### src/rtl/alu_arbiter.sv
// rtl/alu_arbiter.sv - round-robin arbiter sharing the execute-stage ALU between two requesters
module alu_arbiter #(
  parameter int DWIDTH = 32,
  parameter int AWIDTH = 32,
  parameter int TAGW   = 4
) (
  input  logic                clk,
  input  logic                reset,
  input  logic [1:0]          req_valid_i,
  output logic [1:0]          req_ready_o,
  input  logic [2*AWIDTH-1:0] req_pc_i,
  input  logic [2*DWIDTH-1:0] req_rs1_i,
  input  logic [2*DWIDTH-1:0] req_rs2_i,
  input  logic [5:0]          req_funct3_i,
  input  logic [13:0]         req_funct7_i,
  input  logic [2*TAGW-1:0]   req_tag_i,
  output logic [AWIDTH-1:0]   alu_pc_o,
  output logic [DWIDTH-1:0]   alu_rs1_o,
  output logic [DWIDTH-1:0]   alu_rs2_o,
  output logic [2:0]          alu_funct3_o,
  output logic [6:0]          alu_funct7_o,
  input  logic [DWIDTH-1:0]   alu_res_i,
  input  logic                alu_brtaken_i,
  output logic [1:0]          resp_valid_o,
  input  logic [1:0]          resp_ready_i,
  output logic [DWIDTH-1:0]   resp_res_o,
  output logic                resp_brtaken_o,
  output logic [TAGW-1:0]     resp_tag_o,
  output logic                busy_o
);

  typedef enum logic [1:0] {IDLE, EXEC, RESP} state_t;

  state_t          state, state_nxt;
  logic            owner;
  logic            ptr;
  logic [TAGW-1:0] tag_q;
  logic [1:0]      grant;
  logic            resp_done;
  logic            fire;
  logic            grant_idx;

  // Pointer only matters under contention; a lone requester always wins.
  always_comb begin
    grant = 2'b00;
    case (req_valid_i)
      2'b01:   grant = 2'b01;
      2'b10:   grant = 2'b10;
      2'b11:   grant = ptr ? 2'b10 : 2'b01;
      default: grant = 2'b00;
    endcase
  end

  assign resp_done = (state == RESP) && resp_ready_i[owner];

  always_ff @(posedge clk or posedge reset) begin
    if (reset) state <= IDLE;
    else       state <= state_nxt;
  end

  always_comb begin
    state_nxt   = state;
    req_ready_o = 2'b00;
    case (state)
      IDLE: begin
        req_ready_o = grant;
        if (|grant) state_nxt = EXEC;
      end
      EXEC: state_nxt = RESP;
      RESP: begin
        if (resp_done) begin
          req_ready_o = grant;
          state_nxt   = (|grant) ? EXEC : IDLE;
        end
      end
      default: state_nxt = IDLE;
    endcase
  end

  assign fire      = |req_ready_o;
  assign grant_idx = req_ready_o[1];
  assign busy_o    = (state != IDLE);

  always_ff @(posedge clk or posedge reset) begin
    if (reset) begin
      alu_pc_o       <= '0;
      alu_rs1_o      <= '0;
      alu_rs2_o      <= '0;
      alu_funct3_o   <= '0;
      alu_funct7_o   <= '0;
      tag_q          <= '0;
      owner          <= 1'b0;
      ptr            <= 1'b0;
      resp_valid_o   <= 2'b00;
      resp_res_o     <= '0;
      resp_brtaken_o <= 1'b0;
      resp_tag_o     <= '0;
    end else begin
      if (fire) begin
        alu_pc_o     <= grant_idx ? req_pc_i[AWIDTH +: AWIDTH]  : req_pc_i[0 +: AWIDTH];
        alu_rs1_o    <= grant_idx ? req_rs1_i[DWIDTH +: DWIDTH] : req_rs1_i[0 +: DWIDTH];
        alu_rs2_o    <= grant_idx ? req_rs2_i[DWIDTH +: DWIDTH] : req_rs2_i[0 +: DWIDTH];
        alu_funct3_o <= grant_idx ? req_funct3_i[5:3]           : req_funct3_i[2:0];
        alu_funct7_o <= grant_idx ? req_funct7_i[13:7]          : req_funct7_i[6:0];
        tag_q        <= grant_idx ? req_tag_i[TAGW +: TAGW]     : req_tag_i[0 +: TAGW];
        owner        <= grant_idx;
        ptr          <= ~grant_idx;
      end
      // The ALU is purely combinational, so its result is ready one cycle after the operands.
      if (state == EXEC) begin
        resp_res_o     <= alu_res_i;
        resp_brtaken_o <= alu_brtaken_i;
        resp_tag_o     <= tag_q;
        resp_valid_o   <= owner ? 2'b10 : 2'b01;
      end else if (resp_done) begin
        resp_valid_o   <= 2'b00;
      end
    end
  end

endmodule

### config.mk
export PLATFORM = sky130hd
export DESIGN_NAME = alu_arbiter
export DESIGN_NICKNAME = d
export VERILOG_FILES = /design/src/rtl/alu_arbiter.sv
export SDC_FILE = /design/constraint.sdc
export NUM_CORES = 1
export LEC_CHECK = 0
export ABC_CLOCK_PERIOD_IN_PS = 5100
export BUFFER_PORTS_ARGS = -buffer_cell sky130_fd_sc_hd__buf_2
export CORE_AREA = 2 2 160 162
export DETAILED_ROUTE_END_ITERATION = 8
export DIE_AREA = 0 0 162 164
export HOLD_SLACK_MARGIN = 0.1
export SLEW_MARGIN = 20
export SYNTH_ARGS = -nofsm -noshare
export SYNTH_HDL_FRONTEND = slang
export SYNTH_SLANG_ARGS = --single-unit
### constraint.sdc
create_clock -name clk -period 5.1 [get_ports clk]
set_input_delay 0.255 -clock clk [delete_from_list [all_inputs] [get_ports clk]]
set_output_delay 0.255 -clock clk [all_outputs]
set_load 0.005 [all_outputs]
## Word level (Yosys, flattened, before mapping)

Cells that the tools add are included.

| cells by class | value |
|---|---|
| multiplexer cells | 19 |
| eq/ne operators | 7 |
| bitwise operators | 1 |
| $lt $le $gt $ge | 1 |
| reductions and logical operators | 7 |

Operators by type and width:

| cell | number |
|---|---|
| 2-to-1 mux 32 bit | 3 |
| 2-to-1 mux 2 bit | 7 |
| one-hot mux 2 bit (3 select lines) | 2 |
| 2-to-1 mux 7 bit | 1 |
| equality test 2 bit, second input constant | 3 |
| equality test 2 x 1 -> 1 bit, second input constant | 2 |
| 2-to-1 mux 4 bit | 1 |
| != test 2 bit, second input constant | 2 |
| one-hot mux 2 bit (2 select lines) | 1 |
| nonzero test 2 bit | 2 |
| OR reduction 2 bit | 2 |
| 2-to-1 mux 1 bit | 3 |
| 2-to-1 mux 3 bit | 1 |
| logical NOT 2 bit | 1 |
| < comparator 1 x 2 -> 1 bit, second input constant | 1 |
| AND reduction 2 bit | 1 |
| logical AND 1 bit | 1 |
| NOT 1 bit | 1 |

| storage, ports and cells | value |
|---|---|
| flip-flop bits (word level) | 153 |
| bits of input ports | 259 |
| word-level logic and storage cells | 48 |
| output and inout port bits | 148 |

## Depth between registers and ports, before layout

| depth | value |
|---|---|
| word-level depth | 6 |
| depth in mapped cells | 6 |
| mapped depth without buffers | 3 |

## Worst setup path after synthesis

OpenSTA, ideal clock, no wires.

| path | value |
|---|---|
| kind | register to register |
| from | register owner |
| to | register alu_funct7_o[0] |
| data required time | 4.968 ns |
| setup slack | 3.619 ns |
| stages on the path, launching flop included | 7 |
| clock period less this slack | 1.481 ns |
| arrival time | 1.349 ns |
| setup time | 0.132 ns |
| buffers on the path | 3 |
| cell sequence | dfrtp_1 -> buf_2 -> mux2i_1 -> a211o_1 -> buf_6 -> buf_6 -> o2bb2ai_1 |

| on the way | value |
|---|---|
| longest elaborated chain between the ends | 6 |
| elaborated cells on any way between the ends | 7 |
| those cells by class | mux: 5; reduce/logical: 2 |

RTL lines:

| item | RTL line | source |
|---|---|---|
| from (decl) | 35 | `logic owner;` |
| from (signal assigned) | 106 | `owner <= grant_idx;` |
| 2-to-1 mux 1 bit (not written as such) * (2 in a row) | 54 | `assign resp_done = (state == RESP) && resp_ready_i[owner];` |
| logical AND 1 bit * | 54 |  |
| 2-to-1 mux 2 bit * | 71 | `if (resp_done) begin` |
| one-hot mux 2 bit (2 select lines) * | 64 | `case (state)` |
| 2-to-1 mux 7 bit / OR reduction 2 bit (equally long branches) | 104, 80 |  |
| to (signal assigned) | 104 | `alu_funct7_o <= grant_idx ? req_funct7_i[13:7] : req_funct7_i[6:0];` |
| to (decl) | 21 | `output logic [6:0] alu_funct7_o,` |

Every way passes the cells marked *; elsewhere a longest branch is shown, timed or not. The select of a mux whose other input is x is not followed.
A chain may end at the register's enable or synchronous reset.

## Worst setup path after layout

| path | value |
|---|---|
| from | register owner |
| to | register alu_rs2_o[3] |

| on the way | value |
|---|---|
| longest elaborated chain between the ends | 6 |
| elaborated cells on any way between the ends | 7 |
| those cells by class | mux: 5; reduce/logical: 2 |

RTL lines:

| item | RTL line | source |
|---|---|---|
| 2-to-1 mux 1 bit (not written as such) * (2 in a row) | 54 |  |
| logical AND 1 bit * | 54 |  |
| 2-to-1 mux 2 bit * | 71 |  |
| one-hot mux 2 bit (2 select lines) * | 64 |  |
| 2-to-1 mux 32 bit / OR reduction 2 bit (equally long branches) | 102, 80 |  |
| to (signal assigned) | 102 | `alu_rs2_o <= grant_idx ? req_rs2_i[DWIDTH +: DWIDTH] : req_rs2_i[0 +: DWIDTH];` |
| to (decl) | 19 | `output logic [DWIDTH-1:0] alu_rs2_o,` |

Marked as above.

==> results.txt <==
outcome: completed
drt pass-1 iters: 8
WHS Endpoint: alu_pc_o[13]
synthesized cell area: 6750 µm²
cells along the critical path: mux2i_1 -> a21o_4 -> buf_4 -> o2bb2ai_1
Final Skew: 0.00788 ns
residual DRC count: 0
WHS Path Cells: 3
PostCTS Resize Cnt: 0
hpwl dp: 15200 µm
#FFs+latches synth: 153
Global Route Usage Sum: 0.169
pwr dens: 568 nW/µm²
Critical Path AT: 2.76 ns
# fillers: 2431
GPL Wtd Cong: 0.763
FF/Latch Area: 3830 µm²
largest net degree at the start of global routing: 113
top cells by instance count after synthesis: dfrtp_1, nand2_1, a32oi_1, o2bb2ai_1, clkbuf_1
Port-buffer cells: 406
Max Cap Violations: 0
Synth Area per Inst: 11.4 µm²
vias per inst: 4.94
H-tree levels: 4
Synth Instances: 590
Rows: 58
worst-path fanout max: 63
first-pass GRT wire length: 35300 µm
First DRT Iteration DRCs: 353
hold path start: req_pc_i[13]
core area: 24800 µm²
endpoints failing setup: 0
Top FF cell, synth: dfrtp_1
count leader, synth: dfrtp_1
DP Worst Slack: 2.62 ns
Clock Pin Slew Worst Setup and Hold Paths: 0.07 ns
Clock Tree Root: clkbuf_16
Reg2Reg Depth: 4
drt total wl: 22900 µm
Yosys warnings: 0
ratio of cells with drive above 1 in the final layout: 0.452
NumNets Final: 1247
die area: 26600 µm²
fmax: 401 MHz
Reg2Reg Setup Slack: 2.61 ns
Avg WL per Cell: 17.2 µm
FF-to-FF End: alu_rs2_o[3]
setup tns final: 0 ns
via count: 6567
TritonCTS clock tree: built
WP buf/inv: 1
Reg-to-Reg Start: owner
worst slew pin tran: 0.929 ns
setup repair bufs after CTS: 0
Yosys cell types: 25
Final Hold Vio Count: 0
Antenna Nets Post-Route: 0
final worst slack: 2.61 ns
Crit-path slowest cell: a21o_4
ys async rst share: 1.00
Die X: 162 µm
share of the synthesized area in the top cell type: 0.567
Diodes inserted: 0
minimum clock period: 2.49 ns
hold buffers post-CTS: 35
die height: 164 µm
Area growth syn-to-layout: 46.4%
Worst EP required: 5.37 ns
Rel. slew slack: 0.380
clock buffer depth: 2
CP Launch Type: register
Clk Latency, worst-skew pair: 0.41 ns
Area contributors post-synth: dfrtp_1, a32oi_1, o2bb2ai_1
Crit. End Element: register
Overflow after GRT: 0
dominant cell type by area after synthesis: dfrtp_1
crit-path max cell delay: 0.63 ns
RSZ-0062 raised after global routing: no
Worst Hold Class: in -> reg
Post-synth EDFFs: 0
cts bufs inserted: 17
Clock Sinks: 153
critical path class: reg -> reg
initial antenna violation count: 0
crit share post-route: 0.489
register area share after synthesis: 0.567
LEAKAGE: 0.00479 µW
peak supply drop: 434 µV
Ports: 407
area of the multi-input gates: 2560 µm²
delay-heaviest family, CP: compound AO/OA/AOI/OAI gates
Synthesized Nets: 849
Slew Limit Fails: 0
initial core utilization: 0.272
vias in the first global route: 6538
[registers in the layout (all words and copies together), names as in the netlist, 2 cells and up]
signal        flops
alu_rs2_o        32
alu_funct7_o      7
state             2
alu_funct3_o      3
resp_valid_o      2
tag_q             4
resp_tag_o        4
alu_pc_o         32
alu_rs1_o        32
resp_res_o       32
[worst reg2reg max path, delay by kind of cell (launching register included)]
kind,cells,cell delay (ns)
AOI/OAI and AO/OA,2,0.80
buffers and inverters,1,0.66
DFF,1,0.46
muxes,1,0.44
[power by group]
group,internal [µW],switching [µW]
Sequential,1800,329
Combinational,972,1250
Clock,726,528
Total,3500,2110
[cell type report]
cell class,instances,share of cell area
clock inverters,12,0.0143
repair buffers,451,0.251
well taps,330,0.0418
multi-input cells,360,0.259
inverters,5,0.00241
flip-flops and latches,153,0.387
clock buffers,19,0.0438
[worst max path at each step]
| stage | from | end | cells past startpoint |
|---|---|---|---|
| floorplan | reset | alu_funct3_o[0] | 1 |
| global placement | owner | ptr | 4 |
| detailed placement | owner | ptr | 4 |
| CTS | owner | ptr | 4 |
| finish | owner | alu_rs2_o[3] | 4 |
| global route | owner | alu_rs2_o[17] | 4 |
[placed cells by master, fill, tap and decap left out, types with 5 or more instances in the layout]
cell and count:
buf_2 405, dfrtp_1 153, nand2_1 112, a32oi_1 110
o2bb2ai_1 110, dlygate4sd3_1 35, clkbuf_16 17, buf_4 9
a21oi_1 5, inv_6 5, clkinvlp_4 5
[logic make-up after synthesis]
family                 after synthesis  synth area share
buffers and inverters               77            0.0593
flip-flops                         153             0.567
AND/OR/NAND/NOR                    123            0.0719
multiplexers                         1           0.00148
AO/OA/AOI/OAI                      236             0.300
[layer usage]
| metal | track usage | routed length, µm |
|---|---|---|
| met4 | 0.0591 | 439 |
| met1 | 0.207 | 9720 |
| met3 | 0.0419 | 1690 |
| met5 | 0 | 0 |
| met2 | 0.289 | 11100 |
[per-stage QoR]
step           std cells  utilization  instance area (µm²)  power [µW]  hold slack [ns]
2_1_floorplan        590            -                 6750        3400            0.360
3_3_place_gp        1263        0.360                 8920        4310            0.276
3_5_place_dp        1263        0.360                 8920        4360            0.274
4_1_cts             1329        0.397                 9850        5670            0.102
5_1_grt             1330        0.398                 9880        6040            0.107
6_report            1330        0.398                 9880        5610            0.125
Note: power is estimated with default switching activity, not from simulation.
